==> src/rtl/snake_game_ctrl.sv <==
// Purpose : game-flow controller for a snake game: IDLE/RUN/PAUSE/OVER FSM,
//           food-edge "eaten" pulse and a score-scaled move-tick generator.
// Latency : every output is registered; reactions appear one clk after the
//           triggering input is sampled (start/pause/food_hit edge, collision).
// Backpressure: none; level inputs are sampled every cycle, pulses are fire-and-forget.
//
// Ports:
//   clk, reset          rising-edge clock, synchronous active-high reset
//   start, pause        level inputs; rising edges drive the FSM
//   food_hit, collision level inputs from the playfield logic
//   score[15:0]         current score, used to shorten the move-tick period
//   counter_reset       high while in IDLE (clears score/length counter)
//   eaten               one-cycle pulse per food_hit rising edge seen in RUN
//   game_over           high while in OVER
//   move_tick           one-cycle pulse each move period while running
//   state[1:0]          IDLE=0, RUN=1, PAUSE=2, OVER=3
//
// Build option: define SNAKE_PAUSE_EN to include the PAUSE state and the pause
// edge detector. Without it the pause input is ignored and state 2 is never used.

module snake_game_ctrl #(
    parameter int unsigned TICK_BASE = 50_000_000,
    parameter int unsigned TICK_STEP = 1_000_000,
    parameter int unsigned TICK_MIN  = 5_000_000
) (
    input  logic        clk,
    input  logic        reset,
    input  logic        start,
    input  logic        pause,
    input  logic        food_hit,
    input  logic        collision,
    input  logic [15:0] score,
    output logic        counter_reset,
    output logic        eaten,
    output logic        game_over,
    output logic        move_tick,
    output logic [1:0]  state
);

    typedef enum logic [1:0] {
        ST_IDLE  = 2'd0,
        ST_RUN   = 2'd1,
        ST_PAUSE = 2'd2,
        ST_OVER  = 2'd3
    } state_t;

    // A zero minimum would make period-1 wrap, so the floor is at least 1.
    localparam logic [31:0] BASE_C = TICK_BASE;
    localparam logic [31:0] STEP_C = TICK_STEP;
    localparam logic [31:0] MIN_C  = (TICK_MIN == 0) ? 32'd1 : TICK_MIN;
    // How much the period may shrink before hitting the floor.
    localparam logic [31:0] HEADROOM_C = (BASE_C > MIN_C) ? (BASE_C - MIN_C) : 32'd0;

    state_t      state_q, state_d;
    logic [31:0] tick_cnt_q, tick_cnt_d;
    logic [31:0] period_q, period_d;
    logic        start_q, food_q;
    logic        counter_reset_q, counter_reset_d;
    logic        eaten_q, eaten_d;
    logic        game_over_q, game_over_d;
    logic        move_tick_q, move_tick_d;

    logic        start_edge;
    logic        food_edge;
    logic        pause_edge;
    logic        tick_wrap;
    logic [47:0] reduction;
    logic [31:0] period_calc;

`ifdef SNAKE_PAUSE_EN
    logic        pause_q;
    assign pause_edge = pause & ~pause_q;
`else
    // Pause is not part of this build; keep the port but discard it.
    logic        unused_pause;
    assign unused_pause = pause;
    assign pause_edge   = 1'b0;
`endif

    assign start_edge = start & ~start_q;
    assign food_edge  = food_hit & ~food_q;
    assign tick_wrap  = (tick_cnt_q == (period_q - 32'd1));

    // Period = max(MIN, BASE - STEP*score). The product is formed 48 bits wide
    // so a large score cannot wrap it back into the valid range; anything that
    // would reach or pass the floor saturates to MIN.
    always_comb begin
        reduction = {16'd0, STEP_C} * {32'd0, score};
        if (reduction >= {16'd0, HEADROOM_C}) begin
            period_calc = MIN_C;
        end else begin
            period_calc = BASE_C - reduction[31:0];
        end
    end

    always_comb begin
        state_d     = state_q;
        tick_cnt_d  = tick_cnt_q;
        period_d    = period_q;
        eaten_d     = 1'b0;
        move_tick_d = 1'b0;

        case (state_q)
            ST_IDLE: begin
                tick_cnt_d = '0;
                if (start_edge) begin
                    state_d  = ST_RUN;
                    // Score is latched here so the first period reflects it.
                    period_d = period_calc;
                end
            end

            ST_RUN: begin
                if (collision) begin
                    // Collision wins over food and pause: no eaten, no tick.
                    state_d    = ST_OVER;
                    tick_cnt_d = '0;
                end else begin
                    eaten_d = food_edge;
                    if (pause_edge) begin
                        state_d = ST_PAUSE;
                    end
                    // The counter still advances in the cycle the pause edge
                    // is seen; it freezes from the first PAUSE cycle onward.
                    if (tick_wrap) begin
                        tick_cnt_d  = '0;
                        move_tick_d = 1'b1;
                        period_d    = period_calc;
                    end else begin
                        tick_cnt_d = tick_cnt_q + 32'd1;
                    end
                end
            end

            ST_PAUSE: begin
`ifdef SNAKE_PAUSE_EN
                // Counter and period hold; collision is ignored here.
                if (pause_edge) begin
                    state_d = ST_RUN;
                end
`else
                state_d    = ST_IDLE;
                tick_cnt_d = '0;
`endif
            end

            ST_OVER: begin
                tick_cnt_d = '0;
                if (start_edge) begin
                    state_d = ST_IDLE;
                end
            end

            default: begin
                state_d    = ST_IDLE;
                tick_cnt_d = '0;
            end
        endcase

        // Level outputs track the state being entered so they line up with state.
        counter_reset_d = (state_d == ST_IDLE);
        game_over_d     = (state_d == ST_OVER);
    end

    always_ff @(posedge clk) begin
        if (reset) begin
            state_q         <= ST_IDLE;
            tick_cnt_q      <= '0;
            period_q        <= BASE_C;
            start_q         <= 1'b0;
            food_q          <= 1'b0;
            counter_reset_q <= 1'b1;
            eaten_q         <= 1'b0;
            game_over_q     <= 1'b0;
            move_tick_q     <= 1'b0;
        end else begin
            state_q         <= state_d;
            tick_cnt_q      <= tick_cnt_d;
            period_q        <= period_d;
            start_q         <= start;
            food_q          <= food_hit;
            counter_reset_q <= counter_reset_d;
            eaten_q         <= eaten_d;
            game_over_q     <= game_over_d;
            move_tick_q     <= move_tick_d;
        end
    end

`ifdef SNAKE_PAUSE_EN
    always_ff @(posedge clk) begin
        if (reset) begin
            pause_q <= 1'b0;
        end else begin
            pause_q <= pause;
        end
    end
`endif

    assign state         = state_q;
    assign counter_reset = counter_reset_q;
    assign eaten         = eaten_q;
    assign game_over     = game_over_q;
    assign move_tick     = move_tick_q;

endmodule
==> config.mk <==
export PLATFORM = sky130hd
export DESIGN_NAME = snake_game_ctrl
export DESIGN_NICKNAME = d
export VERILOG_FILES = /design/src/rtl/snake_game_ctrl.sv
export SDC_FILE = /design/constraint.sdc
export NUM_CORES = 1
export LEC_CHECK = 0
export BUFFER_PORTS_ARGS = -buffer_cell sky130_fd_sc_hd__buf_2
export CAP_MARGIN = 20
export CORE_ASPECT_RATIO = 2
export CORE_UTILIZATION = 35
export CTS_CLUSTER_SIZE = 24
export DETAILED_ROUTE_END_ITERATION = 12
export GPL_ROUTABILITY_DRIVEN = 0
export GPL_TIMING_DRIVEN = 0
export HOLD_SLACK_MARGIN = 0.1
export SLEW_MARGIN = 30
export SYNTH_ARGS = -nofsm -noshare
export SYNTH_HDL_FRONTEND = slang
export SYNTH_SLANG_ARGS = --single-unit
==> constraint.sdc <==
create_clock -name clk -period 10.18 [get_ports clk]
set_input_delay 2.545 -clock clk [delete_from_list [all_inputs] [get_ports clk]]
set_output_delay 2.545 -clock clk [all_outputs]
set_load 0.005 [all_outputs]
== Word level (Yosys, flattened, before mapping) ==
Cells that the tools add are included.

* Register bits: 72
* Output and inout port bits: 6
* Word-level logic and storage cells: 46

* Add/sub/neg operators: 3
* $mul: 1
* Order comparisons: 1
* Eq/ne operators: 8
* Mux-type cells: 13
* Bitwise logic cells: 5
* Reductions and logical operators: 6

{| class="wikitable"
|+ Operators with widths
! operator !! count
|-
| $mux W32 || 6
|-
| $pmux W32 S2 || 2
|-
| $ge A36 B26 Y1 const B || 1
|-
| $add A32 B1 Y32 const B || 1
|-
| $eq A32 B32 Y1 || 1
|-
| $sub A26 B32 Y32 const A || 1
|-
| $sub A32 B1 Y32 const B || 1
|-
| $mul A14 B16 Y30 const A || 1
|-
| $pmux W2 S4 || 1
|-
| $eq A2 B2 Y1 const B || 3
|-
| $mux W2 || 3
|-
| $ne A2 B2 Y1 const B || 3
|-
| $reduce_or A3 Y1 || 2
|-
| $logic_not A2 Y1 || 2
|-
| $reduce_and A4 Y1 || 1
|-
| $not A1 Y1 || 3
|-
| $and A1 B1 Y1 || 2
|-
| $eq A2 B1 Y1 const B || 1
|-
| $reduce_bool A2 Y1 || 1
|-
| $mux W1 || 1
|}

== Depth between registers and ports, before layout ==
* Depth in word-level cells: 6
* Gate-level depth with buffers: 23

== Worst setup path after synthesis ==
Ideal clock, no wire load.

* Path kind: input -> register
* From: input score[2]
* To: register period_q[19]
* Arrival time: 7789 ps
* Data required time: 10055 ps
* Slack: 2266 ps
* Stages: 21
* Path through: inv_1 -> fa_1 -> inv_1 -> fa_1 -> fa_1 -> fa_1 -> ha_1 -> inv_1 -> fa_1 -> inv_1 -> ha_1 -> a21oi_1 -> o21ai_0 -> a21oi_1 -> o41ai_1 -> a311oi_1 -> o221ai_1 -> xnor2_1 -> nand4_1 -> clkbuf_1 -> o41a_1

* Word-level cells in the longest chain between the ends: 6
* Elaborated cells between the ends (all ways): 8
* Classes of those cells: add/sub: 1; mul: 1; order compare: 1; mux: 5

{| class="wikitable"
|+ Ends and longest elaborated chain
! element !! line !! RTL
|-
| start, declared || 32 || <nowiki>input logic [15:0] score,</nowiki>
|-
| $mul A14 B16 Y30 (*) || 88 || <nowiki>reduction = {16'd0, STEP_C} * {32'd0, score};</nowiki>
|-
| $sub A26 B32 Y32 / $ge A36 B26 Y1 (equally long branches) || 92, 89 ||
|-
| $mux W32 (*) || 89 || <nowiki>if (reduction >= {16'd0, HEADROOM_C}) begin</nowiki>
|-
| $mux W32 || 125 || <nowiki>if (tick_wrap) begin</nowiki>
|-
| $mux W32 || 114 || <nowiki>if (collision) begin</nowiki>
|-
| $pmux W32 S2 (*) || 103 || <nowiki>case (state_q)</nowiki>
|-
| end signal, assigned || 179 || <nowiki>period_q <= period_d;</nowiki>
|-
| end, declared || 56 || <nowiki>logic [31:0] period_q, period_d;</nowiki>
|}

Mark *: on every way between the ends. The rest lies on a longest branch, timed or not. The select of a mux whose other input is x is not followed.
A chain may end at the register's enable or synchronous reset.

== Worst setup path in the final report ==
* From: input score[0]
* To: register period_q[17]

Same word-level chain as after synthesis.

==> flow_summary_export.csv <==
group,metric,value,unit
yosys,synthFlopType,"dfxtp_1",
hold_path,holdPathEnd,"period_q[31]$_SDFFE_PP0P_",
cts,clk_path_buf_depth,2,
hold_path,min_path_type,"reg -> reg",
critical_path,critPathArrivalTime,8.88,ns
global_routing,antenna_found_initial,1,
critical_path,path_buf_inv,5,
critical_path,cp.depth,21,
route,dr_total_vias,6619,
die,die_area,23300,µm²
global_routing,grt_pass1_wl,33.2,mm
power_and_ir_drop,ir_drop,0.214,mV
cts,cts_tree,"done",
yosys,synth.avg_cell_area,8.54,µm²
placement,dpl.hpwl,17.3,mm
cts,cts.sinks,66,
cts,clock_latency,0.35,ns
die,fp-row-count,77,
global_routing,grt_max_degree,13,
cells_and_area,antenna_cells,0,
route,detail_route.iter0.violations,263,
cells_and_area,multi_input_area,6060,µm²
run,cap_violations,0,
route,dr.pass1.iters,4,
placement,port_buffers,26,
critical_path,worst_setup_path_end_kind,"flop",
critical_path,timing.rr.end,"tick_cnt_q[7]$_SDFF_PP0_",
cells_and_area,drive_gt1_share,7.01,%
die,die_w,108,µm
yosys,syn_inst,928,
die,die_h,215,µm
sta,finalSetupTns,0,ns
sta,rsz0062_at_grt,"false",
power_and_ir_drop,p_leak,3.78,nW
sta,fin_crit_sh,85.1,%
cts,clk_pin_slew,0.06,ns
yosys,synth-edff-count,0,
critical_path,cp_top_family,"adder cells",
global_routing,gr-usage-all-layers,18.5,%
hold_path,hp-start,"period_q[31]$_SDFFE_PP0P_",
critical_path,start_kind,"primary input",
cts,ctsResizeCount,0,
route,via_per_inst,5.31,
yosys,syn_nets,1117,
yosys,synth.largest_area_cell,"ha_1",
yosys,synth_top_area_share,17.7,%
cells_and_area,finalNonFillerCells,1246,
yosys,yosys.cell_types.count,69,
route,antenna_left,0,
yosys,yosysWarnings,0,
sta,hold_viol_final,0,
yosys,synthTopCellsByArea,"ha_1, dfxtp_1, fa_1",
route,drc_errors,0,
die,core,22200,µm²
cells_and_area,area_growth,9.73,%
critical_path,cp_slowest_cell,"fa_1",
cells_and_area,n_fill_cell,2319,
critical_path,cp_cell_sequence,"buf_2, fa_1, fa_1, fa_1, fa_1, ha_1, inv_1, fa_1, inv_1, ha_1, clkbuf_1, a21oi_1, nor2_1, a311oi_1, nand2_1, xor2_1, a211oi_1, a211o_1, nand4_1, clkbuf_1, o31ai_1",
critical_path,max_stage_delay,0.59,ns
yosys,syn_area,7930,µm²
cts,hold_buffers,0,
sta,setup_violations,0,
critical_path,crit_path_frequent_cell,"fa_1",
sta,min_period,8.66,ns
yosys,synth_xor_xnor_area_share,10.3,%
hold_path,whs_path_depth,1,
cells_and_area,fin_nets,1154,
sta,max_freq,0.115,GHz
critical_path,ff2ff_setup_slack,6.06,ns
critical_path,regToRegStartpoint,"period_q[19]$_SDFFE_PP1P_",
yosys,muxShareOfSynthArea,0.537,%
yosys,synth_top_family_by_area,"adder cells",
cts,htree_num_levels,3,
critical_path,reg2reg_depth,11,
critical_path,critPathRequiredTime,10.40,ns
run_status,status,"complete, no violations",
placement,post-place-cells,1230,
cts,cts_buffers,9,
cts,cts_root_buffer,"clkbuf_16",
cts,postCtsSetupBuffers,0,
yosys,synth-compound-area-share,14.8,%
yosys,yosysSeqAreaShare,16.7,%
critical_path,crit_fanout,10,
global_routing,overflow,0,
sta,fin_worst_skew,0.00431,ns
sta,slew_viol_final,0,
yosys,ys_ff_latch,66,
sta,maxSlewHeadroom,45.1,%
yosys,synth_adder_area_share,31.6,%
route,wl_per_cell,16.3,µm
critical_path,crit_type,"in -> reg",
yosys,synth-simple-area-share,19.3,%
die,initial_core_util,35.8,%
power_and_ir_drop,pwr_density_cell,306,nW/µm²
global_routing,grt_pass1_vias,6837,
route,wirelength,20.4,mm
cells_and_area,seq_area,1320,µm²
die,io_pins,28,
yosys,synthArstFlopShare,0,%
sta,tightest_slew,0.816,ns
[cells in the final DEF (no fill, tap or decap), drive strengths merged, types with 6 or more instances in the layout]
cell type / synthesis / layout
xor2: 45 / 45
clkbuf: 25 / 34
o21ai: 16 / 16
inv: 104 / 104
nor3: 17 / 17
a31oi: 6 / 6
o31a: 7 / 7
nand4: 22 / 22
nor2: 77 / 77
ha: 112 / 112
buf: 9 / 35
and3: 15 / 15
and2: 15 / 15
nor2b: 10 / 10
nor4: 6 / 6
o21a: 9 / 9
dfxtp: 66 / 66
or3: 7 / 7
and4: 7 / 7
a21o: 8 / 8
fa: 55 / 55
xnor2: 48 / 48
nand2: 55 / 55
a211oi: 7 / 7
nand3: 26 / 26
o31ai: 11 / 11
a21oi: 56 / 56
[power breakdown]
group	switching, mW	internal [mW]
registers	0.00938	0.265
clock network	0.124	0.188
logic	1.29	0.784
total	1.42	1.24
[kinds of logic (layout without fill, tap and decap cells)]
kind of cell / after synthesis / after routing
buf+inv: 138 / 180
simple gates: 290 / 290
fa+ha+maj: 167 / 167
mux: 4 / 4
flops: 66 / 66
compound gates: 170 / 170
xor+xnor: 93 / 93
[worst max path at each step]
stage	end	startpoint	slack [ns]
floorplan	period_q[19]$_SDFFE_PP1P_	score[2]	2.27
global placement	period_q[20]$_SDFFE_PP1P_	score[0]	1.23
detailed placement	period_q[17]$_SDFFE_PP1P_	score[0]	1.21
CTS	period_q[17]$_SDFFE_PP1P_	score[0]	1.56
global route	period_q[11]$_SDFFE_PP0P_	score[0]	1.07
finish	period_q[17]$_SDFFE_PP1P_	score[0]	1.52
[flip-flops by register name, summed over array words and instances (netlist names)]
signal	flops
counter_reset	1
eaten	1
food_q	1
game_over	1
move_tick	1
period_q	26
start_q	1
state	2
tick_cnt_q	32
[layer usage]
layer	part of all wire [%]	GRT usage [%]	vias up
met5	0.059	0	-
met4	7.8	14.5	2
met3	2.5	2.52	70
met2	58	36.4	121
met1	32	15.5	3132
li1	-	-	3294
[final cells by class]
class | instances | share of cell area, %
multi-input cells | 724 | 69.7
clock inverters | 7 | 0.806
flip-flops and latches | 66 | 15.2
clock buffers | 9 | 2.59
plain buffers | 34 | 1.73
repair buffers | 26 | 1.50
well taps | 276 | 3.97
inverters | 104 | 4.49
[through the flow]
stage | setup WS (ns) | power (mW) | hold slack, ns | utilization (%) | area, µm²
after global placement | 1.23 | 2.33 | 0.446 | 37.9 | 8400
after floorplan | 2.27 | 1.82 | 0.430 | - | 7930
after global routing | 1.07 | 2.92 | 0.503 | 39.2 | 8700
after CTS | 1.56 | 2.67 | 0.482 | 39.2 | 8700
after detailed placement | 1.21 | 2.33 | 0.468 | 37.9 | 8400
final | 1.52 | 2.66 | 0.483 | 39.2 | 8700
[synth_stat cells, drive strengths merged, types with 16 or more instances]
| library cell | instances |
|---|---|
| nand2 | 55 |
| xor2 | 45 |
| a21oi | 56 |
| ha | 112 |
| inv | 104 |
| nand4 | 22 |
| fa | 55 |
| nor3 | 17 |
| dfxtp | 66 |
| o21ai | 16 |
| clkbuf | 25 |
| nor2 | 77 |
| xnor2 | 48 |
| nand3 | 26 |
Note: power is estimated with default switching activity, not from simulation.
